<file path="src/rtl/edge_debouncer.sv">
// ---------------------------------------------------------------------------
// edge_debouncer
//
// Debounces a raw, asynchronous level such as a button or switch. The input
// first passes through a two-flop synchronizer. A four-state FSM then accepts
// a new level only after it has been seen on DEBOUNCE_CYCLES consecutive
// clock edges. When a level is accepted, the block updates the registered
// level and emits a one-cycle rise or fall pulse.
//
// Parameters
//   DEBOUNCE_CYCLES : consecutive samples a new level must persist (2..2**CNT_W)
//   CNT_W           : width of the qualification counter
//
// Ports
//   clk  : clock; all state updates on the rising edge
//   rst  : asynchronous, active-high reset
//   din  : raw asynchronous input level
//   q    : debounced, clk-synchronous level (registered)
//   rise : one-cycle pulse when q goes 0->1 (registered)
//   fall : one-cycle pulse when q goes 1->0 (registered)
//   busy : high while a candidate level change is being qualified
//
// Latency: suppose din changes and holds, and edge k is the first edge to
// capture the new value into s1. Then q and the pulse update at edge
// k+DEBOUNCE_CYCLES+1.
// ---------------------------------------------------------------------------
module edge_debouncer #(
    parameter int DEBOUNCE_CYCLES = 8,
    parameter int CNT_W           = 4
) (
    input  logic clk,
    input  logic rst,
    input  logic din,
    output logic q,
    output logic rise,
    output logic fall,
    output logic busy
);

    // The counter value on the cycle that accepts the candidate level.
    // It counts from 1 on WAIT_* entry, so the accepting edge is the
    // DEBOUNCE_CYCLES-th consecutive sample of the new level.
    localparam logic [CNT_W-1:0] CNT_LAST = CNT_W'(DEBOUNCE_CYCLES - 1);
    localparam logic [CNT_W-1:0] CNT_ONE  = CNT_W'(1);

    typedef enum logic [1:0] {
        STABLE_LO = 2'd0,
        WAIT_HI   = 2'd1,
        STABLE_HI = 2'd2,
        WAIT_LO   = 2'd3
    } state_e;

    // -----------------------------------------------------------------------
    // Registers
    // -----------------------------------------------------------------------
    logic             s1_q, s2_q;
    state_e           state_q, state_d;
    logic [CNT_W-1:0] cnt_q,   cnt_d;
    logic             dout_q,  dout_d;
    logic             rise_q,  rise_d;
    logic             fall_q,  fall_d;

    // Two-flop synchronizer. Only s2_q is allowed to reach the FSM.
    always_ff @(posedge clk or posedge rst) begin
        if (rst) begin
            s1_q <= 1'b0;
            s2_q <= 1'b0;
        end else begin
            s1_q <= din;
            s2_q <= s1_q;
        end
    end

    // FSM state and datapath registers
    always_ff @(posedge clk or posedge rst) begin
        if (rst) begin
            state_q <= STABLE_LO;
            cnt_q   <= '0;
            dout_q  <= 1'b0;
            rise_q  <= 1'b0;
            fall_q  <= 1'b0;
        end else begin
            state_q <= state_d;
            cnt_q   <= cnt_d;
            dout_q  <= dout_d;
            rise_q  <= rise_d;
            fall_q  <= fall_d;
        end
    end

    // -----------------------------------------------------------------------
    // Next-state logic
    // By default the block holds the level, holds the count and emits no
    // pulse. Pulses are recomputed every cycle, so each one lasts exactly
    // one cycle. Any sample of the opposite level during WAIT_* drops back
    // to the stable state and clears the count. A later attempt therefore
    // restarts from 1 with no partial credit.
    // -----------------------------------------------------------------------
    always_comb begin
        state_d = state_q;
        cnt_d   = cnt_q;
        dout_d  = dout_q;
        rise_d  = 1'b0;
        fall_d  = 1'b0;

        unique case (state_q)
            STABLE_LO: begin
                if (s2_q) begin
                    state_d = WAIT_HI;
                    cnt_d   = CNT_ONE;
                end else begin
                    cnt_d   = '0;
                end
            end

            WAIT_HI: begin
                if (!s2_q) begin
                    state_d = STABLE_LO;
                    cnt_d   = '0;
                end else if (cnt_q == CNT_LAST) begin
                    state_d = STABLE_HI;
                    cnt_d   = '0;
                    dout_d  = 1'b1;
                    rise_d  = 1'b1;
                end else begin
                    cnt_d   = cnt_q + CNT_ONE;
                end
            end

            STABLE_HI: begin
                if (!s2_q) begin
                    state_d = WAIT_LO;
                    cnt_d   = CNT_ONE;
                end else begin
                    cnt_d   = '0;
                end
            end

            WAIT_LO: begin
                if (s2_q) begin
                    state_d = STABLE_HI;
                    cnt_d   = '0;
                end else if (cnt_q == CNT_LAST) begin
                    state_d = STABLE_LO;
                    cnt_d   = '0;
                    dout_d  = 1'b0;
                    fall_d  = 1'b1;
                end else begin
                    cnt_d   = cnt_q + CNT_ONE;
                end
            end

            default: begin
                state_d = STABLE_LO;
                cnt_d   = '0;
            end
        endcase
    end

    // -----------------------------------------------------------------------
    // Outputs
    // busy is decoded only from the state register. This keeps it glitch-free
    // and aligned with q, rise and fall.
    // -----------------------------------------------------------------------
    assign q    = dout_q;
    assign rise = rise_q;
    assign fall = fall_q;
    assign busy = (state_q == WAIT_HI) || (state_q == WAIT_LO);

    // -----------------------------------------------------------------------
    // Invariants
    // -----------------------------------------------------------------------
    a_no_dual_pulse: assert property (@(posedge clk) disable iff (rst)
        !(rise_q && fall_q));

    a_cnt_bound: assert property (@(posedge clk) disable iff (rst)
        cnt_q <= CNT_LAST);

    // The level always agrees with the stable state it was accepted into.
    a_level_state: assert property (@(posedge clk) disable iff (rst)
        (state_q == STABLE_HI) -> dout_q);

endmodule

</file>
<file path="config.mk">
export PLATFORM = sky130hd
export DESIGN_NAME = edge_debouncer
export DESIGN_NICKNAME = d
export VERILOG_FILES = /design/src/rtl/edge_debouncer.sv
export SDC_FILE = /design/constraint.sdc
export NUM_CORES = 1
export LEC_CHECK = 0
export BUFFER_PORTS_ARGS = -buffer_cell sky130_fd_sc_hd__buf_2
export CORE_AREA = 2 2 39 41
export CTS_BUF_LIST = sky130_fd_sc_hd__clkbuf_8 sky130_fd_sc_hd__clkbuf_16
export CTS_CLUSTER_DIAMETER = 80
export CTS_CLUSTER_SIZE = 28
export DETAILED_ROUTE_END_ITERATION = 10
export DIE_AREA = 0 0 41 43
export PLACE_DENSITY_LB_ADDON = 0.1
export SYNTH_ARGS = -nofsm -noshare
export SYNTH_HDL_FRONTEND = slang
export SYNTH_SLANG_ARGS = --single-unit
</file>
<file path="constraint.sdc">
create_clock -name clk -period 1.4 [get_ports clk]
set_clock_uncertainty 0.15 [all_clocks]
set_input_delay 0.07 -clock clk [delete_from_list [all_inputs] [get_ports clk]]
set_output_delay 0.07 -clock clk [all_outputs]
set_load 0.01 [all_outputs]
</file>
### Word-level counts from Yosys, hierarchy flattened

Index checks and enable logic that the tools add are counted.

* register bits: 11
* input bits: 3
* output and inout port bits: 4
* word-level logic and storage cells: 48

* add/subtract/negate cells: 1
* equality and inequality tests: 12
* muxes and demuxes: 23
* reductions and logical operators: 5

Operators by type and width (number)
* case mux 4 bit (4 select lines): 1
* two-way mux 2 bit: 6
* two-way mux 4 bit: 3
* != test 2 bit (second input constant): 6
* two-way mux 1 bit: 11
* case mux 2 bit (4 select lines): 1
* != test 3 bit (second input constant): 2
* AND reduction 5 bit: 1
* adder 4 x 1 -> 4 bit (second input constant): 1
* equality test 2 bit (second input constant): 2
* equality test 4 x 3 -> 1 bit (second input constant): 1
* AND reduction 4 bit: 1
* equality test 2 x 1 -> 1 bit (second input constant): 1
* logical NOT 2 bit: 1
* case mux 1 bit (2 select lines): 1
* nonzero test 2 bit: 1
* logical OR 1 bit: 1

### Depth between registers and ports, before layout

Gate-level depths: netlist of the first run.

* depth after elaboration: 4
* mapped depth: 4
* gate-level depth less buffers: 4

### Worst setup path after synthesis of the first run

Ideal clock, no wire load.

* path type: register to register
* start point: register cnt_q[0]
* end point: register cnt_q[0]
* library setup time: 0.126 ns
* arrival: 1.067 ns
* data required time: 1.124 ns
* setup slack: 0.057 ns
* stages on the path, launching flop included: 5
* path buffers: 0
* clock period less this slack: 1.343 ns
* cell sequence: dfrtp_1 -> ha_1 -> nand4b_1 -> and2_4 -> a21boi_4

* cells in the longest elaborated chain, start to end: 4
* elaborated cells on any way between the ends: 6
* classes of those cells: 1 x add/sub; 1 x eq/ne; 4 x mux

Ends and longest elaborated chain
* start: declaration: RTL line 58 `logic [CNT_W-1:0] cnt_q, cnt_d;`
* start signal: assignment: RTL line 84 `cnt_q <= cnt_d;`
* adder 4 x 1 -> 4 bit or equality test 4 x 3 -> 1 bit (tied branches)
* two-way mux 4 bit *: RTL line 120, 143
* two-way mux 4 bit, on equally long branches: RTL line 140, 117
* case mux 4 bit (4 select lines) *: RTL line 106 `unique case (state_q)`
* via cnt_d[0]: RTL line 58

Mark *: on every way through the listed nets, which the timed path passes. The rest lies on a longest branch.
A chain may end at the register's enable or synchronous reset.

### Final worst setup path of the first run

Same ends and word-level chain as after synthesis.

==> out/metrics.cfg, run 1 <==
[outcome]
outcome=completed

[worst_setup_path]
r2r_start=cnt_q[0]$_DFF_PP0_
required_ns=1.36
worstSetupPathType=flip-flop to flip-flop
r2r-end=cnt_q[0]$_DFF_PP0_
crit_fanout=3
end_kind=flip-flop
r2r_cells=4
start_kind=flip-flop
r2r_setup_slack_ns=0.1
cp.arrival_ns=1.26

[floorplan]
core_um2=1380
num_io_pins=7
initial_core_util_pct=31.4
die_w_um=41
die_h_um=43
rows=14
dieArea_um2=1760

[final_layout]
diodes=0
final_nets=54
instances_no_fill=65
area_growth_pct=30.8
drive_gt1_share_pct=30.6
fillers=138
mostFrequentLayoutCells=dfrtp_1, buf_2, nand2_1, nor2_1
layout_commonest_cell=dfrtp_1

[power_and_ir_drop]
p_clk_share_pct=44.1
comb_power_share_pct=5.4
internal-power_uw=539
pwr-share-seq_pct=50.4
power_density_nw_per_um2=1170
switching_share_pct=19.2
p_switching_uw=128
leakage_nw=0.301
irDropWorstVdd_mv=0.489

[cts]
cts_htree_levels=1
clock_latency_ns=0.23
clk_pin_slew_ns=0.05
clkSinkCount=11
cts_tree=built
numCtsBuffers=3
cts_root_buffer=clkbuf_8
clockBufferDepth=2

[synth]
syn-cell-area_um2=434
ys_seq_area_share_pct=63.4
synthCells=35
ys_types=18
ys_seq_elements=11
synth_nets=39
yosysTopAreaCell=dfrtp_1
synth_area_leaders=dfrtp_1, a21boi_4, nand2_1, nor2_1, ha_1
synth_area_per_cell_um2=12.4
synth-warning-count=0
yosysTopAreaCellShare_pct=63.4

[min_path]
holdPathEnd=s2_q$_DFF_PP0_
hp-class=flip-flop to flip-flop
whs_path_depth=0
hp-start=s1_q$_DFF_PP0_

[place]
port_buffers=6
place_inst=59
gp_congestion=0.669

[routing]
routedWlPerCell_um=10.5
vias_per_cell=4.48
drc=0
firstDrtPassIters=4
drt_iter0_markers=9
via_count=291
postRouteAntennaNets=0
routed_wl_um=681

[timing]
worst_slew_pin_slew_ns=0.400
fin_crit_sh_pct=93.1
drv_slew=0
slew_headroom_pct=73.3
min_period_ns=1.30
hold_viol_final=0
grt_setup_unrepaired=no
fin_tns_setup_ns=0
setup_violations=0
fmax_ghz=0.767

[grt]
first_global_vias=291
grt.overflow.total=0
grt_util_all_layers_pct=10.8
grt_pass1_wl_um=1240
antenna_found_initial=0
grt_max_degree=12

[flow_run]
cap_violations=0

==> Yosys cell counts <==
master / instances
dfrtp_1: 11
nand2_1: 4
nor2_1: 4
a21oi_1: 2
a21boi_4: 1
and2_4: 1
and3_2: 1
and4b_1: 1
clkbuf_1: 1
ha_1: 1
inv_1: 1
mux2i_1: 1
nand3_1: 1
nand4b_1: 1
nor3b_1: 1
o21ai_0: 1
xnor2_1: 1
xor2_1: 1
==> per-stage QoR <==
step	total power, mW	setup WS (ns)	cell area (um2)	hold WS, ns	util (%)
6_report	0.667	0.0962	568	0.200	41.0
5_1_grt	0.706	0.0211	568	0.217	41.0
4_1_cts	0.680	0.102	568	0.206	41.0
3_5_place_dp	0.374	0.121	503	-0.0683	36.3
3_3_place_gp	0.373	0.144	503	-0.0868	36.3
2_1_floorplan	0.361	0.0570	434	-0.228	-
==> power groups by stage <==
stage / sequential [mW] / combinational (mW) / clock (mW)
3_5_place_dp: 0.341 / 0.0332 / 0
6_report: 0.336 / 0.0362 / 0.294
4_1_cts: 0.336 / 0.0375 / 0.306
3_3_place_gp: 0.341 / 0.0325 / 0
5_1_grt: 0.337 / 0.0413 / 0.328
2_1_floorplan: 0.341 / 0.0205 / 0
==> sequential cells by signal, indices dropped and copies added, names as in the netlist, named ones only <==
name / count
q: 1
rise: 1
s2_q: 1
cnt_q: 4
fall: 1
s1_q: 1
state_q: 1
==> how the worst max path moves through the flow <==
stage | start | endpoint | slack [ns] | cells after the start
after global routing | cnt_q[0]$_DFF_PP0_ | fall$_DFF_PP0_ | 0.02 | 4
after global placement | cnt_q[0]$_DFF_PP0_ | q$_DFFE_PP0P_ | 0.14 | 4
after floorplan | cnt_q[0]$_DFF_PP0_ | cnt_q[0]$_DFF_PP0_ | 0.06 | 4
final | cnt_q[0]$_DFF_PP0_ | cnt_q[0]$_DFF_PP0_ | 0.1 | 4
after detailed placement | cnt_q[0]$_DFF_PP0_ | cnt_q[0]$_DFF_PP0_ | 0.12 | 4
after CTS | cnt_q[0]$_DFF_PP0_ | cnt_q[0]$_DFF_PP0_ | 0.10 | 4
==> worst max-delay path, stage by stage, from the launching register on <==
cell	delay [ns]
dfrtp_1	0.35
ha_1	0.19
nand4b_1	0.17
and2_4	0.21
a21boi_4	0.12
==> cells by family after synthesis <==
kind of cell	Yosys count	synth area share, %
AND/OR/NAND/NOR	14	17.9
flip-flops	11	63.4
AO/OA/AOI/OAI	4	7.78
XOR/XNOR	2	4.04
buffers and inverters	2	1.73
multiplexers	1	2.31
adder cells (fa/ha/maj)	1	2.88
==> routing by layer <==
layer  GRT usage, %  share of wire (%)  wire (um)  vias to the layer above
met3           3.14                4.1         28                        0
met2           14.1                 51        348                        4
met1           14.7                 45        305                      141
met5              0                  0          0                        -
li1               -                  -          -                      146
met4           8.00                  0          0                        0
==> area by class of cell <==
cell class | instances | area (um2) | area share, %
Sequential cell | 11 | 275 | 48.5
Multi-Input combinational cell | 22 | 151 | 26.7
Timing Repair Buffer | 11 | 72.6 | 12.8
Clock buffer | 3 | 41.3 | 7.27
Tap cell | 16 | 20.0 | 3.52
Clock inverter | 1 | 3.75 | 0.661
Inverter | 1 | 3.75 | 0.661
==> timing repair <==
action	CTS	global route
buffers inserted	0	0
gates resized for setup	0	0
hold buffers	2	0
endpoints found under the hold margin	12	0
(Power assumes the default switching activity.)
==> run 2: changes to the inputs <==
CELL_PAD_IN_SITES_DETAIL_PLACEMENT = 1   (was not set)
CELL_PAD_IN_SITES_GLOBAL_PLACEMENT = 2   (was not set)
CORE_AREA = not set   (was 2 2 39 41)
CORE_MARGIN = 2   (was not set)
CORE_UTILIZATION = 29   (was not set)
DIE_AREA = not set   (was 0 0 41 43)
==> run 2 against run 1 <==
Effect of this change:
- via count is 0.69% higher
- final cell count is 3.1% lower
- count of clock-buffer cells in the layout stayed put
- routed wire length is 20% higher
- design area is 1.5% lower
- largest power group unchanged
- sequential share of layout area is 0.76 points higher
- maximum frequency is 1.4% lower
- register-to-register slack worse by 0.02 ns
- clock power hardly changed
==> out/metrics.cfg, run 2 (synthesis gave the netlist of run 1 again) <==
[power_and_ir_drop]
pwr-share-seq_pct=50.1
leakage_nw=0.297
p_clk_share_pct=44.2
p_switching_uw=132
internal-power_uw=539
power_density_nw_per_um2=1200
comb_power_share_pct=5.6
switching_share_pct=19.7
irDropWorstVdd_mv=0.531

[timing]
min_period_ns=1.32
fmax_ghz=0.756
worst_slew_pin_slew_ns=0.407
slew_headroom_pct=72.8
setup_violations=0
fin_tns_setup_ns=0
drv_slew=0
final.setup.worst_slack_ns=0.0771
hold_viol_final=0
fin_crit_sh_pct=94.5
hold_slack_ns=0.207
grt_setup_unrepaired=no

[worst_setup_path]
critPathCapture=cnt_q[0]$_DFF_PP0_
r2r_cells=4
crit_fanout=4
cp.arrival_ns=1.28
required_ns=1.36
crit_start=cnt_q[1]$_DFF_PP0_
start_kind=flip-flop
r2r-end=cnt_q[0]$_DFF_PP0_
end_kind=flip-flop
worstSetupPathType=flip-flop to flip-flop
r2r_setup_slack_ns=0.08
r2r_start=cnt_q[1]$_DFF_PP0_

[final_layout]
layout_commonest_cell=dfrtp_1
diodes=0
instances_no_fill=63
drive_gt1_share_pct=29.2
top_register=cnt_q
area_growth_pct=28.8
final_nets=53
largest_reg_flops=4
mostFrequentLayoutCells=dfrtp_1, buf_2, nand2_1, nor2_1, clkbuf_8
fillers=161
final_cell_area_um2=559

[cts]
clkSinkCount=11
cts_htree_levels=1
numCtsBuffers=3
cts_tree=built
cts_root_buffer=clkbuf_8
clockBufferDepth=2
clock_latency_ns=0.23
clk_pin_slew_ns=0.05

[routing]
drt_iter0_markers=3
vias_per_cell=4.65
drc=0
postRouteAntennaNets=0
routedWlPerCell_um=12.9
via_count=293
firstDrtPassIters=2
routed_wl_um=815

[grt]
antenna_found_initial=0
first_global_vias=361
grt.overflow.total=0
busiest_layer=met2
grtUsageMet1_pct=10.3
gr-usage-met3_pct=4.26
groute.layer.met2.usage_pct=20.6
grt_max_degree=12
grt_util_all_layers_pct=11.1
grt_pass1_wl_um=1440

[floorplan]
core_um2=1350
rows=13
dieArea_um2=1820
die_h_um=42.7
die_w_um=42.7
initial_core_util_pct=32.2
num_io_pins=7

[flow_run]
cap_violations=0

[place]
dpl-instance-area_um2=494
dp_hpwl_um=628
place_inst=57
gp_congestion=0.633
port_buffers=6
dpl_worst_slack_ns=0.0655

[min_path]
hp-class=flip-flop to flip-flop

[outcome]
outcome=completed

[run 2: cell types whose count changed in the layout (fill, tap and decap cells not counted), sizes merged]
cell	previous run	this run
buf	9	8
[run 2: how the worst min path moves through the flow]
stage / startpoint / to / cells after the start
6_report: s1_q$_DFF_PP0_ / s2_q$_DFF_PP0_ / 0
5_1_grt: s1_q$_DFF_PP0_ / s2_q$_DFF_PP0_ / 0
4_1_cts: s1_q$_DFF_PP0_ / s2_q$_DFF_PP0_ / 0
3_5_place_dp: rst / s1_q$_DFF_PP0_ / 2
3_3_place_gp: rst / s1_q$_DFF_PP0_ / 2
2_1_floorplan: rst / async pin / 1
[run 2: final cells by class]
| cell class | count | area, um2 | area share, % |
|---|---|---|---|
| clock buffers | 3 | 41.3 | 7.38 |
| clock inverters | 1 | 3.75 | 0.671 |
| inverters | 1 | 3.75 | 0.671 |
| multi-input cells | 22 | 151 | 27.1 |
| flip-flops and latches | 11 | 275 | 49.2 |
| well taps | 15 | 18.8 | 3.36 |
| repair buffers | 10 | 65.1 | 11.6 |
[run 2: what timing repair did]
item / CTS / global route
endpoints found under the hold margin: 12 / 0
endpoints found under the setup margin: 0 / 1
gates resized for setup: 0 / 0
hold buffers: 2 / 0
buffers inserted: 0 / 0
[run 2: worst max-delay path: stages, from the launching register on]
cell	delay (ns)
dfrtp_1	0.36
ha_1	0.20
nand4b_1	0.18
and2_4	0.20
a21boi_4	0.12
[run 2: routing by layer]
layer	vias up	wire length, um	share of wire (%)
met1	149	325	40
met5	-	0	0
met2	3	461	57
met3	0	27	3.3
li1	141	-	-
met4	0	0	0
[run 2: power by group through the flow]
stage | clock network (mW) | logic, mW | registers [mW]
5_1_grt | 0.332 | 0.0423 | 0.338
3_5_place_dp | 0 | 0.0349 | 0.341
4_1_cts | 0.309 | 0.0391 | 0.337
3_3_place_gp | 0 | 0.0326 | 0.341
2_1_floorplan | 0 | 0.0205 | 0.341
6_report | 0.297 | 0.0379 | 0.337
[run 2: through the flow]
stage	power (mW)	utilization (%)
after floorplan	0.361	-
after global placement	0.373	36.6
after detailed placement	0.376	36.6
after CTS	0.684	41.4
after global routing	0.712	41.4
final	0.671	41.4
==> run 3: changes to the inputs <==
CORE_UTILIZATION = 33   (was 29)
SLEW_MARGIN = 0   (was not set)
clock period = 1.3 ns   (was 1.4 ns; I/O delays follow)
==> run 3 against run 2 <==
Effect of this change:
- the run now ends with negative setup slack left
- sequential share of layout area fell by 3.9 points
- worst hold slack improved by 0.0050 ns
- clock power rose by 6%
- first-iteration DRC count fell by 67%
- core utilization rose by 6.4 points
- largest cell class unchanged
==> out/metrics.cfg, run 3 (synthesis gave the netlist of run 1 again) <==
[outcome]
outcome=finished with violations
violations=negative setup slack

[timing]
hold_viol_final=0
fin_tns_setup_ns=-0.0448
drv_slew=0
grt_setup_unrepaired=yes
slew_headroom_pct=73.2
hold_slack_ns=0.212
min_period_ns=1.33
worst_slew_pin_slew_ns=0.402
fin_crit_sh_pct=102
fmax_ghz=0.751
final.setup.worst_slack_ns=-0.0312
setup_violations=2

[worst_setup_path]
required_ns=1.30
r2r_start=cnt_q[1]$_DFF_PP0_
crit_start=cnt_q[1]$_DFF_PP0_
slowest_delay_ns=0.40
crit_buf_inv=2
end_kind=flip-flop
cp_top_family=flip-flops
critPathSlowestCell=dfrtp_1
worstSetupPathType=flip-flop to flip-flop
worstPathCellList=ha_4, buf_4, buf_4, nor2_1, mux2i_1, nor2_1
start_kind=flip-flop
crit_fanout=3
cp.arrival_ns=1.34

[power_and_ir_drop]
leakage_nw=0.312
power_density_nw_per_um2=1190
irDropWorstVdd_mv=0.739

[place]
gp_congestion=0.643
place_inst=58
dpl_worst_slack_ns=-0.0297
port_buffers=6
dp_hpwl_um=558

[flow_run]
cap_violations=0

[final_layout]
instances_no_fill=66
largest_reg_flops=4
top_register=cnt_q
diodes=0
mostFrequentLayoutCells=dfrtp_1, buf_2, buf_4
drive_gt1_share_pct=41.2
area_growth_pct=39.8
layout_commonest_cell=dfrtp_1
final_nets=56
finish.utilization_pct=47.8
fillers=143

[routing]
drc=0
routedWlPerCell_um=11.9
drt_iter0_markers=1
postRouteAntennaNets=0
vias_per_cell=4.58
routed_wl_um=786
firstDrtPassIters=2
via_count=302

[cts]
cts_root_buffer=clkbuf_8
clkSinkCount=11
cts_tree=built
numCtsBuffers=3
clock_latency_ns=0.23
clk_pin_slew_ns=0.05
cts_htree_levels=1
clockBufferDepth=2

[floorplan]
core_um2=1270
rows=13
die_h_um=40.3
dieArea_um2=1620
initial_core_util_pct=34.2
die_w_um=40.3
num_io_pins=7

[grt]
grt_max_degree=12
grt.overflow.total=0
grt_util_all_layers_pct=12.5
grt_pass1_wl_um=1240
first_global_vias=313
antenna_found_initial=0

[min_path]
hp-class=primary input to async pin

==> run 3: changes by cell type in the layout (fill, tap and decap cells not counted) <==
cell     change
nand2_1      -2
o21ai_1      +1
ha_1         -1
o21ai_0      -1
buf_4        +3
nand2_2      +2
ha_4         +1
xnor2_2      +1
xnor2_1      -1
==> run 3: worst reg2reg max path, stage by stage, from the launching register on <==
cell,delay (ns)
dfrtp_1,0.40
ha_4,0.18
buf_4,0.12
buf_4,0.14
nor2_1,0.09
mux2i_1,0.08
nor2_1,0.10
==> run 3: worst paths after layout <==
path                                      end  cells after the start  slack, ns
max                        cnt_q[3]$_DFF_PP0_                      6      -0.03
max reg2reg                cnt_q[3]$_DFF_PP0_                      6      -0.03
min                            s1_q$_DFF_PP0_                      3       0.21
max in group asynchronous  cnt_q[0]$_DFF_PP0_                      3       0.50
min reg2reg                    s2_q$_DFF_PP0_                      0       0.21
min in group clk               s2_q$_DFF_PP0_                      0       0.21
==> run 3: timing repair <==
item	in CTS	in global routing
gates cloned	0	0
hold endpoints to repair	12	0
pin swaps	1	3
hold buffers	2	0
buffers inserted	1	1
gates resized for setup	0	5
setup endpoints to repair	2	3
==> run 3: final cells by class <==
| type | count | area, um2 | share of cell area [%] |
|---|---|---|---|
| Sequential cell | 11 | 275 | 45.4 |
| Multi-Input combinational cell | 22 | 176 | 29.1 |
| Timing Repair Buffer | 13 | 87.6 | 14.4 |
| Clock buffer | 3 | 41.3 | 6.80 |
| Tap cell | 15 | 18.8 | 3.09 |
| Clock inverter | 1 | 3.75 | 0.619 |
| Inverter | 1 | 3.75 | 0.619 |
==> run 3: report_power, final <==
part           switching, mW  total, mW  internal, mW
registers             0.0106      0.364         0.353
clock network          0.109      0.315         0.206
logic                 0.0196     0.0448        0.0252
==> run 3: routing by layer <==
metal	track usage, %	up-vias	part of all wire, %	wire (um)
met5	0	-	0	0
met4	7.50	0	0	0
met3	3.33	0	2.9	23
met2	20.6	3	52	412
met1	14.5	149	45	350
li1	-	150	-	-
==> run 3: stage by stage <==
stage / instance area (um2) / power, mW
final: 607 / 0.723
after global routing: 607 / 0.766
after CTS: 577 / 0.725
after detailed placement: 504 / 0.405
after global placement: 504 / 0.403
after floorplan: 437 / 0.389
